--- src/rtl/key_pkg.sv ---
// ============================================================================
// key_pkg : shared types and constants for the matrix keypad scanner
// Rev 1.0 : initial release
// ============================================================================
`default_nettype none

package key_pkg;

    localparam int         KEY_W    = 4;
    localparam logic [3:0] COL_IDLE = 4'b1110;

    typedef enum logic [1:0] {
        SCAN     = 2'd0,
        DEBOUNCE = 2'd1,
        PRESSED  = 2'd2,
        RELEASE  = 2'd3
    } state_t;

    // Index of the lowest active-low bit; when several are low the lowest index wins.
    function automatic logic [1:0] low_zero_idx(input logic [3:0] v);
        logic [1:0] idx;
        idx = 2'd0;
        for (int i = 3; i >= 0; i--) begin
            if (!v[i]) idx = 2'(i);
        end
        return idx;
    endfunction

endpackage

`default_nettype wire

--- src/rtl/tick_gen.sv ---
// ============================================================================
// tick_gen : prescaler emitting a one-cycle tick every CLK_HZ/TICK_HZ clocks
// Rev 1.0 : initial release
// ============================================================================
`default_nettype none

module tick_gen #(
    parameter int CLK_HZ  = 50_000_000,
    parameter int TICK_HZ = 1_000
) (
    input  logic clk_i,
    input  logic rst_ni,
    output logic tick_o
);

    localparam int DIV = CLK_HZ / TICK_HZ;
    localparam int CW  = (DIV > 1) ? $clog2(DIV) : 1;
    localparam logic [CW-1:0] CNT_LAST = CW'(DIV - 1);

    logic [CW-1:0] cnt_q;

    assign tick_o = (cnt_q == CNT_LAST);

    always_ff @(posedge clk_i or negedge rst_ni) begin
        if (!rst_ni) begin
            cnt_q <= '0;
        end else if (tick_o) begin
            cnt_q <= '0;
        end else begin
            cnt_q <= cnt_q + 1'b1;
        end
    end

endmodule

`default_nettype wire

--- src/rtl/matrix_key_scan.sv ---
// ============================================================================
// matrix_key_scan : 4x4 keypad column scanner with press/release debounce
// Rev 1.0 : initial release
// ============================================================================
`default_nettype none

module matrix_key_scan
    import key_pkg::*;
#(
    parameter int CLK_HZ    = 50_000_000,
    parameter int SCAN_HZ   = 1_000,
    parameter int DEB_TICKS = 20
) (
    input  logic             clk_50mhz,
    input  logic             rst,
    input  logic [3:0]       row,
    output logic [3:0]       col,
    output logic [KEY_W-1:0] key_code,
    output logic             key_valid,
    output logic             key_down
);

    localparam int            DW      = $clog2(DEB_TICKS + 1);
    localparam logic [DW-1:0] DEB_MAX = DW'(DEB_TICKS);
    localparam logic [DW-1:0] DEB_ONE = DW'(1);

    logic             tick;
    logic [3:0]       row_meta_q;
    logic [3:0]       row_sync_q;
    state_t           state_q;
    logic [3:0]       col_q;
    logic [1:0]       col_idx_q;
    logic [1:0]       row_idx_q;
    logic [DW-1:0]    deb_q;
    logic [DW-1:0]    deb_d;
    logic [KEY_W-1:0] key_code_q;
    logic             key_valid_q;
    logic             key_down_q;
    logic             rows_idle;

    tick_gen #(
        .CLK_HZ  (CLK_HZ),
        .TICK_HZ (SCAN_HZ)
    ) u_tick_gen (
        .clk_i  (clk_50mhz),
        .rst_ni (rst),
        .tick_o (tick)
    );

    // Rows idle high, so the synchronizer resets to "no key" to avoid a phantom press.
    always_ff @(posedge clk_50mhz or negedge rst) begin
        if (!rst) begin
            row_meta_q <= 4'hF;
            row_sync_q <= 4'hF;
        end else begin
            row_meta_q <= row;
            row_sync_q <= row_meta_q;
        end
    end

    assign rows_idle = (row_sync_q == 4'hF);
    assign deb_d     = (deb_q == DEB_MAX) ? deb_q : deb_q + 1'b1;

    always_ff @(posedge clk_50mhz or negedge rst) begin
        if (!rst) begin
            state_q     <= SCAN;
            col_q       <= COL_IDLE;
            col_idx_q   <= 2'd0;
            row_idx_q   <= 2'd0;
            deb_q       <= '0;
            key_code_q  <= '0;
            key_valid_q <= 1'b0;
            key_down_q  <= 1'b0;
        end else begin
            key_valid_q <= 1'b0;
            if (tick) begin
                case (state_q)
                    SCAN: begin
                        if (rows_idle) begin
                            col_q <= {col_q[2:0], col_q[3]};
                        end else begin
                            col_idx_q <= low_zero_idx(col_q);
                            row_idx_q <= low_zero_idx(row_sync_q);
                            deb_q     <= DEB_ONE;
                            state_q   <= DEBOUNCE;
                        end
                    end
                    DEBOUNCE: begin
                        if (!row_sync_q[row_idx_q]) begin
                            deb_q <= deb_d;
                            if (deb_d == DEB_MAX) begin
                                key_code_q  <= {row_idx_q, col_idx_q};
                                key_valid_q <= 1'b1;
                                key_down_q  <= 1'b1;
                                state_q     <= PRESSED;
                            end
                        end else begin
                            // Column is still held, so rotation resumes from where it stopped.
                            deb_q   <= '0;
                            state_q <= SCAN;
                        end
                    end
                    PRESSED: begin
                        if (rows_idle) begin
                            deb_q   <= DEB_ONE;
                            state_q <= RELEASE;
                        end
                    end
                    RELEASE: begin
                        if (rows_idle) begin
                            deb_q <= deb_d;
                            if (deb_d == DEB_MAX) begin
                                deb_q      <= '0;
                                key_down_q <= 1'b0;
                                state_q    <= SCAN;
                            end
                        end else begin
                            deb_q   <= '0;
                            state_q <= PRESSED;
                        end
                    end
                    default: state_q <= SCAN;
                endcase
            end
        end
    end

    assign col       = col_q;
    assign key_code  = key_code_q;
    assign key_valid = key_valid_q;
    assign key_down  = key_down_q;

endmodule

`default_nettype wire

--- config.mk ---
export PLATFORM = sky130hd
export DESIGN_NAME = matrix_key_scan
export DESIGN_NICKNAME = d
export VERILOG_FILES = /design/src/rtl/key_pkg.sv /design/src/rtl/tick_gen.sv /design/src/rtl/matrix_key_scan.sv
export SDC_FILE = /design/constraint.sdc
export NUM_CORES = 1
export LEC_CHECK = 0
export ABC_CLOCK_PERIOD_IN_PS = 2500
export CAP_MARGIN = 25
export CORE_ASPECT_RATIO = 2
export CORE_MARGIN = 2
export CORE_UTILIZATION = 57
export CTS_CLUSTER_SIZE = 8
export DETAILED_ROUTE_END_ITERATION = 10
export GPL_TIMING_DRIVEN = 1
export PLACE_DENSITY = 0.79
export SLEW_MARGIN = 40
export SYNTH_ARGS = -nofsm -noshare
export SYNTH_HDL_FRONTEND = slang
export SYNTH_SLANG_ARGS = --single-unit
--- constraint.sdc ---
create_clock -name clk_50mhz -period 2.5 [get_ports clk_50mhz]
set_input_delay 0.25 -clock clk_50mhz [delete_from_list [all_inputs] [get_ports clk_50mhz]]
set_output_delay 0.25 -clock clk_50mhz [all_outputs]
set_load 0.02 [all_outputs]
==> qor.tcl <==
set qor(clockRootBuffer) {sky130_fd_sc_hd__clkbuf_8}
set qor(power.leakage_nw) 1.06
set qor(setup.worst_path.end_class) {flop}
set qor(worst_ep_arrival_time_ns) 2.56
set qor(tns_ns) 0
set qor(synthCells) 189
set qor(timing.max_cap.violations) 0
set qor(synth_largest_type_area_fraction_pct) 40.6
set qor(tightestPinTransition_ns) 0.544
set qor(first_pass_grt_wire_length_um) 7040
set qor(synth.ff_latch_count) 45
set qor(die_x_um) 46.9
set qor(ys.warnings.count) 0
set qor(area_growth_syn_to_layout_pct) 14.6
set qor(power.density_cell_area_nw_per_um2) 498
set qor(grt_pass1_vias) 1600
set qor(hpwlAfterDp_um) 3150
set qor(detail_route.iter0.violations) 25
set qor(clock.fmax_mhz) 420
set qor(htree_num_levels) 2
set qor(setup_viol) 0
set qor(num_antenna_cells) 0
set qor(crit_required_ns) 2.68
set qor(ir_drop_mv) 0.371
set qor(worstHoldPathType) {reg2reg}
set qor(core_utilization_of_the_finished_layout_pct) 67.3
set qor(numPortBuffers) 15
set qor(gp_congestion) 0.829
set qor(total_routing_usage_reported_by_global_routing_pct) 22.9
set qor(io-pin-count) 16
set qor(hold_start) {row_meta_q[1]}
set qor(finalNonFillerCells) 260
set qor(tritoncts) {built}
set qor(cts-root-to-sink-buffers) 2
set qor(post_synth_instance_area_um2) 2090
set qor(grt_start_max_net_pins) 46
set qor(synth.lib_cells_used.distinct) 41
set qor(reg2reg_from) {deb_q[0]}
set qor(cts_made_buffers) 5
set qor(max_slew_margin_pct) 63.7
set qor(routed_via_density) 5.68
set qor(postRouteAntennaNets) 0
set qor(status) {finished, final reports clean}
set qor(fin_skew_ns) 0.00592
set qor(postSynth.asyncResetShare_pct) 100
set qor(number_of_antenna_violations_at_the_first_check_in_global_routing) 0
set qor(grt-ovfl-total) 0
set qor(postSynth.topFlopCell) {sky130_fd_sc_hd__dfrtp_1}
set qor(synth_sequential_area_ratio_pct) 54.4
set qor(synth.top_cells.by_area) {sky130_fd_sc_hd__dfrtp_1, sky130_fd_sc_hd__dfstp_2, sky130_fd_sc_hd__xor2_1, sky130_fd_sc_hd__nand2_1, sky130_fd_sc_hd__nand3_1}
set qor(dp_worst_setup_slack_ns) 0.0496
set qor(synthesis.area_per_instance_um2) 11.1
set qor(clk-insertion-delay-late_ns) 0.29
set qor(placement_rows) 31
set qor(dieHeight_um) 89.7
set qor(first_pass_iters) 4
set qor(synth_enable_flop_cells) 0
set qor(period_needed_ns) 2.38
set qor(report.final.hold_viol_count) 0
set qor(finalWirelength_um) 4190
set qor(worst_setup_path_startpoint) {deb_q[0]}
set qor(floorplan.initialDensity_pct) 58.7
set qor(clk_pin_slew_worst_paths_ns) 0.08
set qor(crit_path_start_kind) {flop}
set qor(num_vias) 1478
set qor(totalPowerFinal_mw) 1.20
set qor(crit_path_max_fanout) 7
set qor(worst_slack_ns) 0.120
set qor(timing.setup.critical_path_class) {reg2reg}
set qor(placeable_core_region_um2) 3570
set qor(drc_errors) 0
set qor(finalCritPeriodShare_pct) 95.2
set qor(num-nets-final) 219
set qor(drv_slew) 0
set qor(die_area_um2) 4200
set qor(mappedNetlistNets) 198
set qor(synth_largest_area_cell) {sky130_fd_sc_hd__dfrtp_1}
set qor(cts.sinks) 45
set qor(post_route_cells_drive_above_1_share_pct) 16.1
set qor(dp_cells) 249
set qor(detail_route.wl_per_cell_um) 16.1
[registers in the layout, indices dropped and copies added (netlist names)]
name              cells
col                   4
col_idx_q             2
deb_q                 5
key_code              4
key_down              1
key_valid             1
row_idx_q             2
row_meta_q            4
row_sync_q            4
state_q               2
u_tick_gen.cnt_q     16
[logic make-up (layout without fill, tap and decap cells)]
family                   after synthesis  in the layout  share of synthesized area (%)
AO/OA/AOI/OAI                         25             25                           7.71
multiplexers                          12             12                           7.47
adder cells (fa/ha/maj)                3              3                           1.79
buffers and inverters                 13             35                           2.51
flip-flops                            45             45                           54.4
XOR/XNOR                              15             15                           6.27
AND/OR/NAND/NOR                       76             76                           19.8
[stage by stage]
stage | cell area [µm²] | hold WS [ns]
6_report | 2400 | 0.357
3_3_place_gp | 2290 | 0.346
5_1_grt | 2400 | 0.356
4_1_cts | 2380 | 0.353
2_1_floorplan | 2090 | -0.0456
3_5_place_dp | 2290 | 0.271
[where the power goes]
group	internal [mW]	total (mW)	switching (mW)
registers	0.739	0.743	0.00329
logic	0.00987	0.0264	0.0165
clock network	0.193	0.427	0.234
total	0.942	1.20	0.254
[placed cells by master (no fill, tap or decap), types with 2 or more instances in the layout]
cell type	n
sky130_fd_sc_hd__dfrtp_1	34
sky130_fd_sc_hd__nand2_1	19
sky130_fd_sc_hd__nor2_1	15
sky130_fd_sc_hd__nand3_1	14
sky130_fd_sc_hd__clkdlybuf4s50_1	14
sky130_fd_sc_hd__dfstp_2	11
sky130_fd_sc_hd__xor2_1	10
sky130_fd_sc_hd__o21ai_0	9
sky130_fd_sc_hd__inv_1	8
sky130_fd_sc_hd__xnor2_1	5
sky130_fd_sc_hd__a21oi_1	5
sky130_fd_sc_hd__clkbuf_8	5
sky130_fd_sc_hd__mux2i_1	4
sky130_fd_sc_hd__mux2_4	4
sky130_fd_sc_hd__o31ai_1	4
sky130_fd_sc_hd__buf_4	4
sky130_fd_sc_hd__and3_1	3
sky130_fd_sc_hd__nor3_1	3
sky130_fd_sc_hd__and4_1	3
sky130_fd_sc_hd__nand3b_1	3
sky130_fd_sc_hd__mux2_2	3
sky130_fd_sc_hd__ha_1	3
sky130_fd_sc_hd__nand4_1	2
sky130_fd_sc_hd__nor4bb_1	2
sky130_fd_sc_hd__nor2b_1	2
sky130_fd_sc_hd__nand2b_1	2
sky130_fd_sc_hd__clkinv_2	2
[final timing paths]
kind	end	slack, ns	cells past startpoint
setup reg to reg	key_code[3]	0.12	8
setup / recovery	key_code[3]	0.12	8
max in group asynchronous	col[3]	1.63	2
hold / removal	row_sync_q[1]	0.36	0
hold reg to reg	row_sync_q[1]	0.36	0
min in group asynchronous	deb_q[4]	0.48	2
[final cells by class]
cell class              instances  area (µm²)
fillers                       285        1170
repair buffers                 19         180
flip-flops and latches         45        1140
inverters                       8        30.0
clock inverters                 3        17.5
well taps                      49        61.3
clock buffers                   5        68.8
multi-input cells             131         902
[cell usage after synthesis, drive strengths merged, types with 2 or more instances]
cell and n:
nand3b 3, nand4 2, nor2 15, dfstp 11
xnor2 5, nor2b 2, nand2 19, ha 3
and4 3, o21ai 9, xor2 10, a21oi 5
mux2i 4, clkbuf 4, o2111ai 2, inv 8
nor3 4, o31ai 4, dfrtp 34, nor4bb 2
nand3 14, mux2 7, nand2b 2, and3 3
[worst max-delay path, stage by stage, from the launching register on]
cell                        delay, ns
sky130_fd_sc_hd__dfrtp_1         0.45
sky130_fd_sc_hd__inv_1           0.10
sky130_fd_sc_hd__ha_1            0.23
sky130_fd_sc_hd__nand4b_1        0.16
sky130_fd_sc_hd__mux2i_1         0.35
sky130_fd_sc_hd__o2111ai_2       0.29
sky130_fd_sc_hd__nor3_4          0.21
sky130_fd_sc_hd__buf_4           0.18
sky130_fd_sc_hd__mux2_4          0.30
[layer usage]
metal	part of all wire, %	GRT usage (%)	vias to the layer above
met5	0	0	-
met4	3.9	11.1	0
met3	1.4	4.22	12
met2	60	42.2	21
met1	34	21.4	738
li1	-	-	707
[what timing repair did]
action / 4_1_cts / 5_1_grt
endpoints found under the hold margin: 34 / 0
resized for setup: 0 / 0
setup endpoints to repair: 0 / 4
hold buffers: 1 / 0
buffers inserted: 0 / 2
Power figures use the tool's default switching activity.
